[src/rtl/fwd_pkg.sv]
// Shared types and helpers for the forwarding / load-use scoreboard.
package fwd_pkg;

  // Forward select value meaning "take the operand from the register file".
  localparam int FWD_RF = 0;

  // Per-slot control flags. Destination and source addresses are kept
  // beside the flags because their width is a module parameter.
  typedef struct packed {
    logic valid;
    logic wb;
    logic load;
  } slot_flags_t;

  // Width of one forward select field: it encodes 0 (register file)
  // and 1..depth (post-EX stage).
  function automatic int sel_w(input int depth);
    return $clog2(depth + 1);
  endfunction

endpackage

[src/rtl/fwd_match.sv]
// Priority match of one source address against a vector of producer slots.
// Position 0 is the youngest producer, so the lowest matching index wins.
module fwd_match #(
  parameter int ADDR_W = 5,
  parameter int N      = 2,
  parameter int IDX_W  = 2
) (
  input  logic                en_i,
  input  logic [ADDR_W-1:0]   src_i,
  input  logic [N-1:0]        live_i,
  input  logic [N-1:0]        load_i,
  input  logic [N*ADDR_W-1:0] dst_i,
  output logic                hit_o,
  output logic [IDX_W-1:0]    idx_o,
  output logic                load_o
);

  // Scan oldest to youngest so the youngest match is the last one written.
  always_comb begin
    hit_o  = 1'b0;
    idx_o  = '0;
    load_o = 1'b0;
    if (en_i && (src_i != '0)) begin
      for (int p = N - 1; p >= 0; p--) begin
        if (live_i[p] && (dst_i[p*ADDR_W +: ADDR_W] == src_i)) begin
          hit_o  = 1'b1;
          idx_o  = IDX_W'(p);
          load_o = load_i[p];
        end
      end
    end
  end

endmodule

[src/rtl/fwd_scoreboard_unit.sv]
// Forwarding and load-use hazard unit with a private scoreboard of the
// EX slot plus DEPTH post-EX stages.
module fwd_scoreboard_unit
  import fwd_pkg::*;
#(
  parameter int ADDR_W     = 5,
  parameter int NUM_SRC    = 2,
  parameter int DEPTH      = 2,
  parameter int LOAD_READY = 2,
  parameter int CNT_W      = 16
) (
  input  logic                              clk_i,
  input  logic                              rst_i,
  input  logic                              hold_i,
  input  logic                              flush_i,
  input  logic                              id_valid_i,
  input  logic [NUM_SRC*ADDR_W-1:0]         id_src_addr_i,
  input  logic [ADDR_W-1:0]                 id_dst_addr_i,
  input  logic                              id_wb_i,
  input  logic                              id_load_i,
  output logic [NUM_SRC*sel_w(DEPTH)-1:0]   fwd_sel_o,
  output logic                              stall_o,
  output logic [CNT_W-1:0]                  stall_cnt_o
);

  localparam int SEL_W = sel_w(DEPTH);
  localparam int IDX_W = SEL_W;

  slot_flags_t                 ex_flags_q, ex_flags_d;
  logic [ADDR_W-1:0]           ex_dst_q, ex_dst_d;
  logic [NUM_SRC*ADDR_W-1:0]   ex_src_q, ex_src_d;
  slot_flags_t [DEPTH-1:0]     st_flags_q, st_flags_d;
  logic [DEPTH*ADDR_W-1:0]     st_dst_q, st_dst_d;
  logic [CNT_W-1:0]            stall_cnt_q, stall_cnt_d;

  logic [DEPTH-1:0]            st_live, st_load;
  logic [DEPTH-1:0]            pos_live, pos_load;
  logic [DEPTH*ADDR_W-1:0]     pos_dst;
  logic [NUM_SRC-1:0]          ex_hit, ex_mload, id_hit, id_mload, id_hazard;
  logic [NUM_SRC*IDX_W-1:0]    ex_idx, id_idx;
  logic                        stall;

  // Liveness of the post-EX stages (forwarding sources for EX).
  always_comb begin
    st_live = '0;
    st_load = '0;
    for (int k = 0; k < DEPTH; k++) begin
      st_live[k] = st_flags_q[k].valid && st_flags_q[k].wb &&
                   (st_dst_q[k*ADDR_W +: ADDR_W] != '0);
      st_load[k] = st_flags_q[k].load;
    end
  end

  // Producers visible to ID: EX slot at position 0, then stages 1..DEPTH-1.
  always_comb begin
    pos_live = '0;
    pos_load = '0;
    pos_dst  = '0;
    pos_live[0] = ex_flags_q.valid && ex_flags_q.wb && (ex_dst_q != '0);
    pos_load[0] = ex_flags_q.load;
    pos_dst[0 +: ADDR_W] = ex_dst_q;
    for (int p = 1; p < DEPTH; p++) begin
      pos_live[p] = st_flags_q[p-1].valid && st_flags_q[p-1].wb &&
                    (st_dst_q[(p-1)*ADDR_W +: ADDR_W] != '0);
      pos_load[p] = st_flags_q[p-1].load;
      pos_dst[p*ADDR_W +: ADDR_W] = st_dst_q[(p-1)*ADDR_W +: ADDR_W];
    end
  end

  for (genvar j = 0; j < NUM_SRC; j++) begin : g_op
    fwd_match #(.ADDR_W(ADDR_W), .N(DEPTH), .IDX_W(IDX_W)) u_ex_match (
      .en_i   (ex_flags_q.valid),
      .src_i  (ex_src_q[j*ADDR_W +: ADDR_W]),
      .live_i (st_live),
      .load_i (st_load),
      .dst_i  (st_dst_q),
      .hit_o  (ex_hit[j]),
      .idx_o  (ex_idx[j*IDX_W +: IDX_W]),
      .load_o (ex_mload[j])
    );

    fwd_match #(.ADDR_W(ADDR_W), .N(DEPTH), .IDX_W(IDX_W)) u_id_match (
      .en_i   (id_valid_i),
      .src_i  (id_src_addr_i[j*ADDR_W +: ADDR_W]),
      .live_i (pos_live),
      .load_i (pos_load),
      .dst_i  (pos_dst),
      .hit_o  (id_hit[j]),
      .idx_o  (id_idx[j*IDX_W +: IDX_W]),
      .load_o (id_mload[j])
    );
  end

  // Forward selects for EX and the load-use stall decision for ID.
  always_comb begin
    fwd_sel_o = '0;
    id_hazard = '0;
    for (int j = 0; j < NUM_SRC; j++) begin
      fwd_sel_o[j*SEL_W +: SEL_W] = SEL_W'(FWD_RF);
      // A load matched before its data is ready falls back to the register file.
      if (ex_hit[j] && (!ex_mload[j] ||
          (int'(ex_idx[j*IDX_W +: IDX_W]) + 1 >= LOAD_READY)))
        fwd_sel_o[j*SEL_W +: SEL_W] = SEL_W'(int'(ex_idx[j*IDX_W +: IDX_W]) + 1);
      id_hazard[j] = id_hit[j] && id_mload[j] &&
                     (int'(id_idx[j*IDX_W +: IDX_W]) + 1 < LOAD_READY);
    end
    stall = (|id_hazard) && !flush_i && !hold_i;
  end

  // Scoreboard advance and saturating stall counter.
  always_comb begin
    ex_flags_d  = ex_flags_q;
    ex_dst_d    = ex_dst_q;
    ex_src_d    = ex_src_q;
    st_flags_d  = st_flags_q;
    st_dst_d    = st_dst_q;
    stall_cnt_d = stall_cnt_q;
    if (!hold_i) begin
      for (int k = DEPTH - 1; k >= 1; k--) begin
        st_flags_d[k] = st_flags_q[k-1];
        st_dst_d[k*ADDR_W +: ADDR_W] = st_dst_q[(k-1)*ADDR_W +: ADDR_W];
      end
      st_flags_d[0] = ex_flags_q;
      st_dst_d[0 +: ADDR_W] = ex_dst_q;
      if (id_valid_i && !stall && !flush_i) begin
        ex_flags_d.valid = 1'b1;
        ex_flags_d.wb    = id_wb_i;
        ex_flags_d.load  = id_load_i;
        ex_dst_d         = id_dst_addr_i;
        ex_src_d         = id_src_addr_i;
      end else begin
        ex_flags_d = '0;
        ex_dst_d   = '0;
        ex_src_d   = '0;
      end
      if (stall && (stall_cnt_q != {CNT_W{1'b1}}))
        stall_cnt_d = stall_cnt_q + CNT_W'(1);
    end
  end

  // State registers; reset clears every slot and the counter.
  always_ff @(posedge clk_i) begin
    if (rst_i) begin
      ex_flags_q  <= '0;
      ex_dst_q    <= '0;
      ex_src_q    <= '0;
      st_flags_q  <= '0;
      st_dst_q    <= '0;
      stall_cnt_q <= '0;
    end else begin
      ex_flags_q  <= ex_flags_d;
      ex_dst_q    <= ex_dst_d;
      ex_src_q    <= ex_src_d;
      st_flags_q  <= st_flags_d;
      st_dst_q    <= st_dst_d;
      stall_cnt_q <= stall_cnt_d;
    end
  end

  assign stall_o     = stall;
  assign stall_cnt_o = stall_cnt_q;

endmodule
[config.mk]
export PLATFORM = sky130hd
export DESIGN_NAME = fwd_scoreboard_unit
export DESIGN_NICKNAME = d
export VERILOG_FILES = /design/src/rtl/fwd_pkg.sv /design/src/rtl/fwd_match.sv /design/src/rtl/fwd_scoreboard_unit.sv
export SDC_FILE = /design/constraint.sdc
export NUM_CORES = 1
export LEC_CHECK = 0
export BUFFER_PORTS_ARGS = -buffer_cell sky130_fd_sc_hd__buf_2
export CORE_MARGIN = 2
export CORE_UTILIZATION = 57
export DETAILED_ROUTE_END_ITERATION = 7
export PLACE_DENSITY = 0.87
export RECOVER_POWER = 100
export SLEW_MARGIN = 10
export SYNTH_ARGS = -nofsm -noshare
export SYNTH_HDL_FRONTEND = slang
export SYNTH_HIERARCHICAL = 1
export SYNTH_SLANG_ARGS = --single-unit
[constraint.sdc]
create_clock -name clk_i -period 3.62 [get_ports clk_i]
set_input_delay 0.724 -clock clk_i [delete_from_list [all_inputs] [get_ports clk_i]]
set_output_delay 0.724 -clock clk_i [all_outputs]
set_load 0.1 [all_outputs]
==> impl_metrics.py <==
metrics = {
    "cts": {
        "ctsLongestPathBuffers": 2,
        "clk_latency_ps": 300,
        "h-tree-depth": 2,
        "cts-buffers-inserted": 5,
        "hold_buffers": 0,
        "clock-root-buffer": "clkbuf_8",
        "cts.sinks": 50,
        "cts_tree": "done",
        "cts.clk_slew.worst_paths_ps": 80,
    },
    "placement": {
        "place_hpwl_mm": 4.837,
        "gp_congestion": 0.8220,
        "placement.io_buffers": 42,
    },
    "critical_path": {
        "reg2reg_to": "ex_src_q[2]",
        "r2r_slack_ps": 450,
        "worst-path-buf-inv": 2,
        "r2r_cells": 10,
        "r2r-start": "st_dst_q[1]",
        "max_stage_delay_ps": 390,
        "crit_path_frequent_cell": "and2_1",
        "required_ps": 2900,
        "criticalPathCategory": "reg2out",
        "cp_top_family": "simple AND/OR/NAND/NOR gates",
        "crit_arrival_ps": 2800,
        "start_kind": "flop",
        "path_max_fanout": 5,
        "crit_chain": "or3_1 -> o311a_1 -> and2_1 -> and2_1 -> o31ai_1 -> and4bb_2 -> o21ai_1 -> inv_1 -> buf_6",
        "end_kind": "output pin",
        "cpMaxStageDelayCell": "or3_1",
    },
    "sta": {
        "finalClockSkew_ps": 3.923,
        "maxSlewHeadroom_pct": -25.25,
        "finalHoldViolations": 0,
        "rsz0062_at_grt": "no",
        "period_needed_ps": 3521,
        "timing.final.crit_share_pct": 97.25,
        "fmax_mhz": 284.0,
        "worst_pin_slew_ps": 1879,
        "tns_ps": 0,
        "finalSetupViolCount": 0,
        "drv_slew": 35,
    },
    "synth": {
        "syn_area_mm2": 0.002860,
        "synth_top_family_by_area": "simple AND/OR/NAND/NOR gates",
        "synthMuxAreaShare_pct": 5.949,
        "synth.avg_cell_area_um2": 8.828,
        "synth.top_cell.area_share_pct": 35.00,
        "synth_cell_types": 42,
        "netlist_instances": 324,
        "synth_xor_area_share_pct": 15.92,
        "synth_compound_area_share_pct": 13.95,
        "synthAdderAreaFrac_pct": 1.312,
        "synth_top_area_cell": "dfxtp_1",
        "ys_seq_area_share_pct": 35.00,
        "synth-main-ff-cell": "dfxtp_1",
        "synth_edf_count": 0,
        "yosys_warnings": 6,
        "synth-seq-cells": 50,
        "synth_nets": 349,
        "synth_area_leaders": "dfxtp_1 (35%), xor2_1 (9.8%), nor2_1 (7.2%)",
        "synthSimpleGateAreaFrac_pct": 22.35,
        "synthArstFlopShare_pct": 0,
    },
    "worst_hold_path": {
        "hold_depth": 2,
        "hold_path.class": "reg2reg",
        "min-delay-start": "stall_cnt_o[10]",
        "whs_endpoint": "stall_cnt_o[10]",
    },
    "final_layout": {
        "final_cell_mix": "nor2_1 (55), dfxtp_1 (50), xor2_1 (32)",
        "fin_nets": 388,
        "fill_cells": 410,
        "layout-drive-gt1-share_pct": 11.81,
        "mostFrequentLayoutCell": "nor2_1",
        "diodes": 0,
        "syn_to_final_growth_pct": 10.72,
    },
    "routing": {
        "wl_met2_mm": 3.192,
        "wire_per_inst_um": 15.01,
        "drt-met1-wl_mm": 2.779,
        "drtIter0Drc": 124,
        "num_vias": 2479,
        "top_layer_used": "met4",
        "antenna_left": 0,
        "routed_wl_mm": 6.471,
        "drc": 0,
        "viasPerCell": 5.752,
        "drt_first_pass_iters": 4,
        "route.met3.wl_um": 355,
    },
    "floorplan": {
        "core_mm2": 0.004786,
        "fp.dieArea_mm2": 0.005600,
        "die_w_um": 74.84,
        "fp.dieH_um": 74.84,
        "rows": 25,
        "initial_core_util_pct": 59.76,
        "io_pins": 43,
    },
    "grt": {
        "overflow": 0,
        "grt_pass1_wl_mm": 10.47,
        "grt_usage_pct": 24.31,
        "antenna_found_initial": 0,
        "grt_max_degree": 35,
        "grt_pass1_vias": 2270,
    },
    "pwr": {
        "leakage_nw": 1.387,
        "power.total_uw": 982.6,
        "max-vdd-ir-drop_mv": 0.3134,
        "powerDensity_mw_per_mm2": 310.3,
    },
    "run_status": {
        "status": "complete, but fails checks",
        "violations": "max-capacitance violations, max-slew violations",
    },
    "job": {
        "maxCapViolCount": 1,
    },
}
metrics by stage:
stage	cell area, µm²	hold slack [ps]	utilization, %	setup WS (ps)	std cells
after global placement	3105	503.5	64.89	198.5	422
after CTS	3202	550.1	66.90	10.78	430
final	3167	548.1	66.17	99.39	431
after detailed placement	3105	528.0	64.89	119.9	422
after floorplan	2860	464.5	-	37.51	324
after global routing	3167	569.4	66.17	5.660	431
area by class of cell:
| type | count | area (µm²) | area share, % |
|---|---|---|---|
| inverter | 11 | 41.29 | 1.304 |
| clock buffer | 7 | 86.33 | 2.726 |
| clock inverter | 1 | 5.005 | 0.1580 |
| multi-input combinational | 245 | 1693 | 53.46 |
| sequential | 50 | 1001 | 31.61 |
| timing repair buffer | 50 | 256.5 | 8.100 |
| tap | 67 | 83.83 | 2.647 |
cell usage after synthesis (2+ instances only):
library cell and count:
a2111oi_2 2, a211oi_1 4, a21bo_1 4, a21oi_1 6, a22oi_1 17, and2_1 8
and3_1 6, and4_1 2, and4bb_2 2, buf_1 2, buf_2 3, buf_4 4
buf_6 2, clkbuf_1 7, conb_1 4, dfxtp_1 50, ha_1 3, inv_1 11
mux2i_1 17, nand2_1 7, nand3_1 3, nand4_1 7, nand4_2 4, nor2_1 55
nor3_1 2, nor4_1 10, o211ai_1 2, o21a_1 4, o311a_1 3, o31ai_1 5
or3_1 4, or4_1 4, xnor2_1 20, xor2_1 32
worst max path at each step:
| stage | from | slack [ps] | endpoint | depth (start not counted) |
|---|---|---|---|---|
| 3_5_place_dp | id_src_addr_i[6] | 120 | stall_o | 9 |
| 6_report | ex_dst_q[0] | 100 | stall_o | 9 |
| 3_3_place_gp | id_src_addr_i[6] | 200 | stall_o | 9 |
| 4_1_cts | st_dst_q[1] | 10 | fwd_sel_o[2] | 10 |
| 2_1_floorplan | id_src_addr_i[6] | 40 | stall_o | 7 |
| 5_1_grt | ex_dst_q[0] | 6 | stall_o | 9 |
registers in the layout, indices dropped and copies added (netlist names):
signal and count:
pos_load 1, st_flags_q 5, ex_dst_q 5, st_dst_q 10, stall_cnt_o 16, ex_src_q 10
ex_flags_q 3
metal layers:
| metal | vias to the layer above | track usage (%) |
|---|---|---|
| li1 | 1216 | - |
| met2 | 72 | 40.45 |
| met1 | 1177 | 31.22 |
| met5 | - | 0 |
| met4 | 0 | 10.71 |
| met3 | 14 | 3.748 |
cell families after synthesis:
logic type,after synthesis
AOI/OAI and AO/OA,51
xor gates and xnor gates,52
adders and majority gates,3
buffers and inverters,29
DFF,50
muxes,17
other,4
and+or+nand+nor,118
repair_timing:
item / in CTS / in global routing
gates resized for setup: 2 / 7
endpoints found under the setup margin: 2 / 5
pin swaps: 0 / 1
setup buffers: 0 / 1
power by group:
part           internal, mW  switching [mW]  leakage [nW]
Sequential            0.556          0.0100         0.404
Combinational        0.0366          0.0496         0.935
Clock                 0.154           0.176        0.0482
Total                 0.747           0.235          1.39
worst min-delay path, cell delays in order (launching register included):
cell     delay [ps]
dfxtp_1         360
o31ai_1          80
a21oi_1          60
(Power assumes the default switching activity.)
